`config.mk`:
```
export PLATFORM = sky130hd
export DESIGN_NAME = cnn_tile_seq
export DESIGN_NICKNAME = d
export VERILOG_FILES = /design/src/rtl/cnn_tile_seq.sv
export SDC_FILE = /design/constraint.sdc
export NUM_CORES = 1
export LEC_CHECK = 0
export ABC_AREA = 1
export BUFFER_PORTS_ARGS = -buffer_cell sky130_fd_sc_hd__buf_2
export CORE_ASPECT_RATIO = 1.1
export CORE_MARGIN = 10
export CORE_UTILIZATION = 46
export CTS_CLUSTER_DIAMETER = 40
export DETAILED_ROUTE_END_ITERATION = 7
export MAX_ROUTING_LAYER = met4
export PLACE_DENSITY = 0.65
export SLEW_MARGIN = 25
export SYNTH_ARGS = -nofsm -noshare
export SYNTH_HDL_FRONTEND = slang
export SYNTH_SLANG_ARGS = --single-unit
```
`constraint.sdc`:
```
create_clock -name clk -period 5.65 [get_ports clk]
set_input_delay 1.4125 -clock clk [delete_from_list [all_inputs] [get_ports clk]]
set_output_delay 1.4125 -clock clk [all_outputs]
set_load 0.005 [all_outputs]
```
`src/rtl/cnn_tile_seq.sv`:
```
// Tile-loop sequencer for a convolution layer: walks row, col, output-channel tile,
// input-channel tile and kernel taps, emitting one beat per accepted handshake.
module cnn_tile_seq #(
  parameter int N_p  = 4,
  parameter int M_p  = 4,
  parameter int K_p  = 2,
  parameter int R_p  = 16,
  parameter int C_p  = 16,
  parameter int S_p  = 1,
  parameter int Tn_p = 2,
  parameter int Tm_p = 2,
  localparam int RW  = (R_p > 1) ? $clog2(R_p) : 1,
  localparam int CW  = (C_p > 1) ? $clog2(C_p) : 1,
  localparam int TOW = $clog2(M_p) + 1,
  localparam int TIW = $clog2(N_p) + 1,
  localparam int KW  = $clog2(K_p) + 1,
  localparam int IW  = $clog2(S_p * R_p + K_p) + 1
) (
  input  logic            clk,
  input  logic            reset,
  input  logic            start_i,
  input  logic            ready_i,
  output logic            valid_o,
  output logic [RW-1:0]   row_o,
  output logic [CW-1:0]   col_o,
  output logic [TOW-1:0]  to_o,
  output logic [TIW-1:0]  ti_o,
  output logic [KW-1:0]   ki_o,
  output logic [KW-1:0]   kj_o,
  output logic [IW-1:0]   in_row_o,
  output logic [IW-1:0]   in_col_o,
  output logic            pad_o,
  output logic [Tn_p-1:0] n_mask_o,
  output logic [Tm_p-1:0] m_mask_o,
  output logic            first_o,
  output logic            last_o,
  output logic            busy_o,
  output logic            done_o
);

  typedef enum logic [1:0] {S_IDLE, S_RUN, S_DONE} state_t;
  state_t r_state;

  logic w_kj_wrap, w_ki_wrap, w_ti_wrap, w_to_wrap, w_col_wrap, w_row_wrap;
  logic w_final, w_load;
  logic [RW-1:0]   w_row_n;
  logic [CW-1:0]   w_col_n;
  logic [TOW-1:0]  w_to_n;
  logic [TIW-1:0]  w_ti_n;
  logic [KW-1:0]   w_ki_n, w_kj_n;
  logic [IW-1:0]   w_in_row, w_in_col;
  logic            w_pad, w_first, w_last;
  logic [Tn_p-1:0] w_nmask;
  logic [Tm_p-1:0] w_mmask;

  // Next beat: zeros when launching from IDLE, otherwise a ripple carry from kj upward.
  always_comb begin
    w_kj_wrap  = (int'(kj_o) == K_p - 1);
    w_ki_wrap  = (int'(ki_o) == K_p - 1);
    w_ti_wrap  = (int'(ti_o) + Tn_p >= N_p);
    w_to_wrap  = (int'(to_o) + Tm_p >= M_p);
    w_col_wrap = (int'(col_o) == C_p - 1);
    w_row_wrap = (int'(row_o) == R_p - 1);
    w_final    = w_kj_wrap && w_ki_wrap && w_ti_wrap && w_to_wrap && w_col_wrap && w_row_wrap;
    w_load     = ((r_state == S_IDLE) && start_i) ||
                 ((r_state == S_RUN) && ready_i && !w_final);
    w_row_n = '0;
    w_col_n = '0;
    w_to_n  = '0;
    w_ti_n  = '0;
    w_ki_n  = '0;
    w_kj_n  = '0;
    if (r_state == S_RUN) begin
      w_row_n = row_o;
      w_col_n = col_o;
      w_to_n  = to_o;
      w_ti_n  = ti_o;
      w_ki_n  = ki_o;
      w_kj_n  = w_kj_wrap ? '0 : kj_o + KW'(1);
      if (w_kj_wrap) begin
        w_ki_n = w_ki_wrap ? '0 : ki_o + KW'(1);
        if (w_ki_wrap) begin
          w_ti_n = w_ti_wrap ? '0 : ti_o + TIW'(Tn_p);
          if (w_ti_wrap) begin
            w_to_n = w_to_wrap ? '0 : to_o + TOW'(Tm_p);
            if (w_to_wrap) begin
              w_col_n = w_col_wrap ? '0 : col_o + CW'(1);
              if (w_col_wrap) w_row_n = w_row_wrap ? '0 : row_o + RW'(1);
            end
          end
        end
      end
    end
    w_in_row = IW'(S_p) * IW'(w_row_n) + IW'(w_ki_n);
    w_in_col = IW'(S_p) * IW'(w_col_n) + IW'(w_kj_n);
    w_pad    = (int'(w_in_row) >= R_p) || (int'(w_in_col) >= C_p);
    w_nmask  = '0;
    for (int n = 0; n < Tn_p; n++) w_nmask[n] = (int'(w_ti_n) + n < N_p);
    w_mmask  = '0;
    for (int m = 0; m < Tm_p; m++) w_mmask[m] = (int'(w_to_n) + m < M_p);
    w_first  = (w_ti_n == '0) && (w_ki_n == '0) && (w_kj_n == '0);
    w_last   = (int'(w_ti_n) + Tn_p >= N_p) && (int'(w_ki_n) == K_p - 1) &&
               (int'(w_kj_n) == K_p - 1);
  end

  always_ff @(posedge clk or negedge reset) begin
    if (!reset) begin
      r_state  <= S_IDLE;
      valid_o  <= 1'b0;
      busy_o   <= 1'b0;
      done_o   <= 1'b0;
      row_o    <= '0;
      col_o    <= '0;
      to_o     <= '0;
      ti_o     <= '0;
      ki_o     <= '0;
      kj_o     <= '0;
      in_row_o <= '0;
      in_col_o <= '0;
      pad_o    <= 1'b0;
      n_mask_o <= '1;
      m_mask_o <= '1;
      first_o  <= 1'b0;
      last_o   <= 1'b0;
    end else begin
      case (r_state)
        S_IDLE: if (start_i) begin
          r_state <= S_RUN;
          valid_o <= 1'b1;
          busy_o  <= 1'b1;
        end
        S_RUN: if (ready_i && w_final) begin
          r_state <= S_DONE;
          valid_o <= 1'b0;
          done_o  <= 1'b1;
        end
        S_DONE: begin
          r_state <= S_IDLE;
          done_o  <= 1'b0;
          busy_o  <= 1'b0;
        end
        default: r_state <= S_IDLE;
      endcase
      if (w_load) begin
        row_o    <= w_row_n;
        col_o    <= w_col_n;
        to_o     <= w_to_n;
        ti_o     <= w_ti_n;
        ki_o     <= w_ki_n;
        kj_o     <= w_kj_n;
        in_row_o <= w_in_row;
        in_col_o <= w_in_col;
        pad_o    <= w_pad;
        n_mask_o <= w_nmask;
        m_mask_o <= w_mmask;
        first_o  <= w_first;
        last_o   <= w_last;
      end
    end
  end

endmodule

```
==> results.yml <==
outcome:
  status: "complete, no violations"
global_routing:
  grt_pass1_wl_um: 8983
  use_met1_pct: 16.49
  met2_usage_pct: 21.97
  grt-busiest-layer: "met2"
  grt_max_degree: 41
  grtUsageMet3_pct: 3.472
  overflow: 0
  grt_pass1_vias: 1951
  antenna_found_initial: 0
  grtUsageTotal_pct: 13.74
die:
  initial_core_util_pct: 48.23
  core_um2: 4750
  rows: 26
  pin_count: 44
  die_h_um: 94.02
  die_w_um: 87.29
  die_area_um2: 8206
timing:
  hold_viol: 0
  grt_setup_unrepaired: "false"
  slew-limit-headroom_pct: 36.74
  post-route-period-util_pct: 48.40
  worst_slew_pin_slew_ns: 0.9466
  finalCriticalPeriod_ns: 2.735
  tns_ns: 0
  max_freq_mhz: 365.7
  finalSetupViolCount: 0
  drv_slew: 0
  worst_slack_ns: 2.915
  skew_ns: 0.007816
worst_hold_path:
  hp-start: "n_mask_o[0]"
  hp-class: "reg -> reg"
  holdPathStages: 2
route:
  antenna_left: 0
  wl_per_cell_um: 13.86
  via_per_inst: 5.042
  drt_iter0_drc: 91
  wl_um: 5281
  drc: 0
  drt_pass1_iterations: 4
  via_count: 1921
critical_path:
  slowest_stage: "nand2_1"
  rr_worst_depth: 15
  worstPathArrival_ns: 2.96
  r2r_start: "to_o[2]"
  crit_path_end_kind: "flip-flop"
  crit_top_cell: "nand2_1"
  crit_path_max_fanout: 30
  required_ns: 5.88
  critPathKind: "in -> reg"
  critPathLaunchType: "primary input"
  critPathMaxStageDelay_ns: 0.69
  cp-startpoint: "ready_i"
  crit_chain: "buf_2, inv_1, nor2_2, nand2_1, nand2_1, nand3_1, nand2_1, nand2_1, nand2_1"
placement:
  hpwlAfterDp_um: 3926
  post_dp_cell_area_um2: 2502
  place.port_buffers: 41
  gp_congestion: 0.8483
  pre_cts_slack_ns: 2.624
clock_tree:
  cts_sinks: 40
  hold_buffers: 0
  clk_pin_slew_ns: 0.08
  cts.repair.resized: 0
  cts-htree-levels: 2
  cts-root-buf: "clkbuf_8"
  numCtsBuffers: 5
  insertion_delay_ns: 0.29
  cts_setup_buffers: 0
  cts_max_path_buffers: 2
  cts_tree: "done"
synth:
  yosysSeqAreaShare_pct: 43.91
  yosysWarnings: 0
  ys_ff_latch: 40
  synth.avg_cell_area_um2: 8.067
  yosysUniqueCellTypes: 31
  syn_inst: 284
  synth_area_um2: 2291
layout:
  layout_common_cells: "79 x nand2_1, 41 x buf_2, 36 x dfrtp_1, 30 x inv_1, 24 x nor2_1"
  layout.nets: 339
  finalInstanceArea_um2: 2610
  layout-drive-gt1-share_pct: 23.38
  synthToLayoutAreaGrowth_pct: 13.93
  antennaDiodeCount: 0
  final_common_cell: "nand2_1"
pwr:
  vdd_ir_drop_max_mv: 0.2150
  p_leak_nw: 1.383
  powerDensity_nw_per_um2: 407.8
flow_run:
  maxCapViolCount: 0
metrics by stage:
stage | hold WS, ns | util, % | instances | power (mW)
global route | 0.4811 | 54.95 | 381 | 1.153
CTS | 0.4672 | 54.95 | 381 | 1.082
global placement | 0.4545 | 52.69 | 373 | 0.8330
floorplan | 0.4512 | - | 285 | 0.6898
finish | 0.4658 | 54.95 | 381 | 1.064
detailed placement | 0.4555 | 52.69 | 373 | 0.8459
cells in the mapped netlist, drive strengths merged:
cell type | number | area [um^2]
dfrtp | 36 | 900.9
o211ai | 4 | 35.03
dfstp | 4 | 105.1
ha | 9 | 112.6
inv | 37 | 138.9
nor2 | 31 | 162.7
a21oi | 12 | 63.81
buf | 9 | 67.56
nand2 | 82 | 315.3
o21a | 2 | 15.01
nand3 | 21 | 117.6
nor3 | 5 | 41.29
nand4 | 5 | 31.28
fa | 2 | 40.04
o21ai | 22 | 110.1
nand3b | 1 | 11.26
a21boi | 1 | 18.77
conb | 1 | 3.750
final cells by class:
| cell class | instances | area [um^2] |
|---|---|---|
| multi-input cells | 199 | 1082 |
| inverters | 37 | 138.9 |
| clock inverters | 2 | 35.03 |
| fillers | 481 | 2140 |
| well taps | 56 | 70.07 |
| repair buffers | 41 | 205.2 |
| flip-flops and latches | 40 | 1006 |
| clock buffers | 6 | 72.57 |
state kept, by name, summed over array words and instances (netlist names):
| register | cells |
|---|---|
| in_col_o | 5 |
| in_row_o | 5 |
| col_o | 4 |
| row_o | 4 |
| ti_o | 3 |
| to_o | 3 |
| ki_o | 2 |
| kj_o | 2 |
| m_mask_o | 2 |
| n_mask_o | 2 |
| r_state | 2 |
| busy_o | 1 |
| done_o | 1 |
| first_o | 1 |
| last_o | 1 |
| pad_o | 1 |
| valid_o | 1 |
routing by layer:
metal  vias up  part of all wire, %
met4         0                  1.3
met1       898                   47
li1        979                    -
met3         9                  5.0
met5         -                    0
met2        35                   47
worst paths after layout:
path	to	slack, ns
worst max-delay path	in_row_o[3]	2.92
worst min-delay path	n_mask_o[0]	0.47
worst min register to register	n_mask_o[0]	0.47
worst max register to register	in_col_o[2]	2.95
min in group asynchronous	kj_o[0]	1.24
max in group asynchronous	in_row_o[3]	3.84
worst max-delay path: cells and delay by family:
| kind | cells | cell delay (ns) |
|---|---|---|
| buffers and inverters | 2 | 0.14 |
| AND/OR/NAND/NOR | 7 | 1.39 |
logic make-up (layout without fill, tap and decap cells):
family | after synthesis | count (layout) | synth area share, %
compound gates | 41 | 41 | 10.59
fa+ha+maj | 11 | 11 | 6.663
buf+inv | 46 | 86 | 9.012
flops | 40 | 40 | 43.91
other cells | 1 | 2 | 0.1637
simple gates | 145 | 145 | 29.66
power by group:
| group | switching [mW] | leakage, nW | internal, mW |
|---|---|---|---|
| Sequential | 0.0590 | 0.497 | 0.372 |
| Combinational | 0.243 | 0.831 | 0.159 |
| Clock | 0.0996 | 0.0552 | 0.131 |
Note: power is estimated with default switching activity, not from simulation.
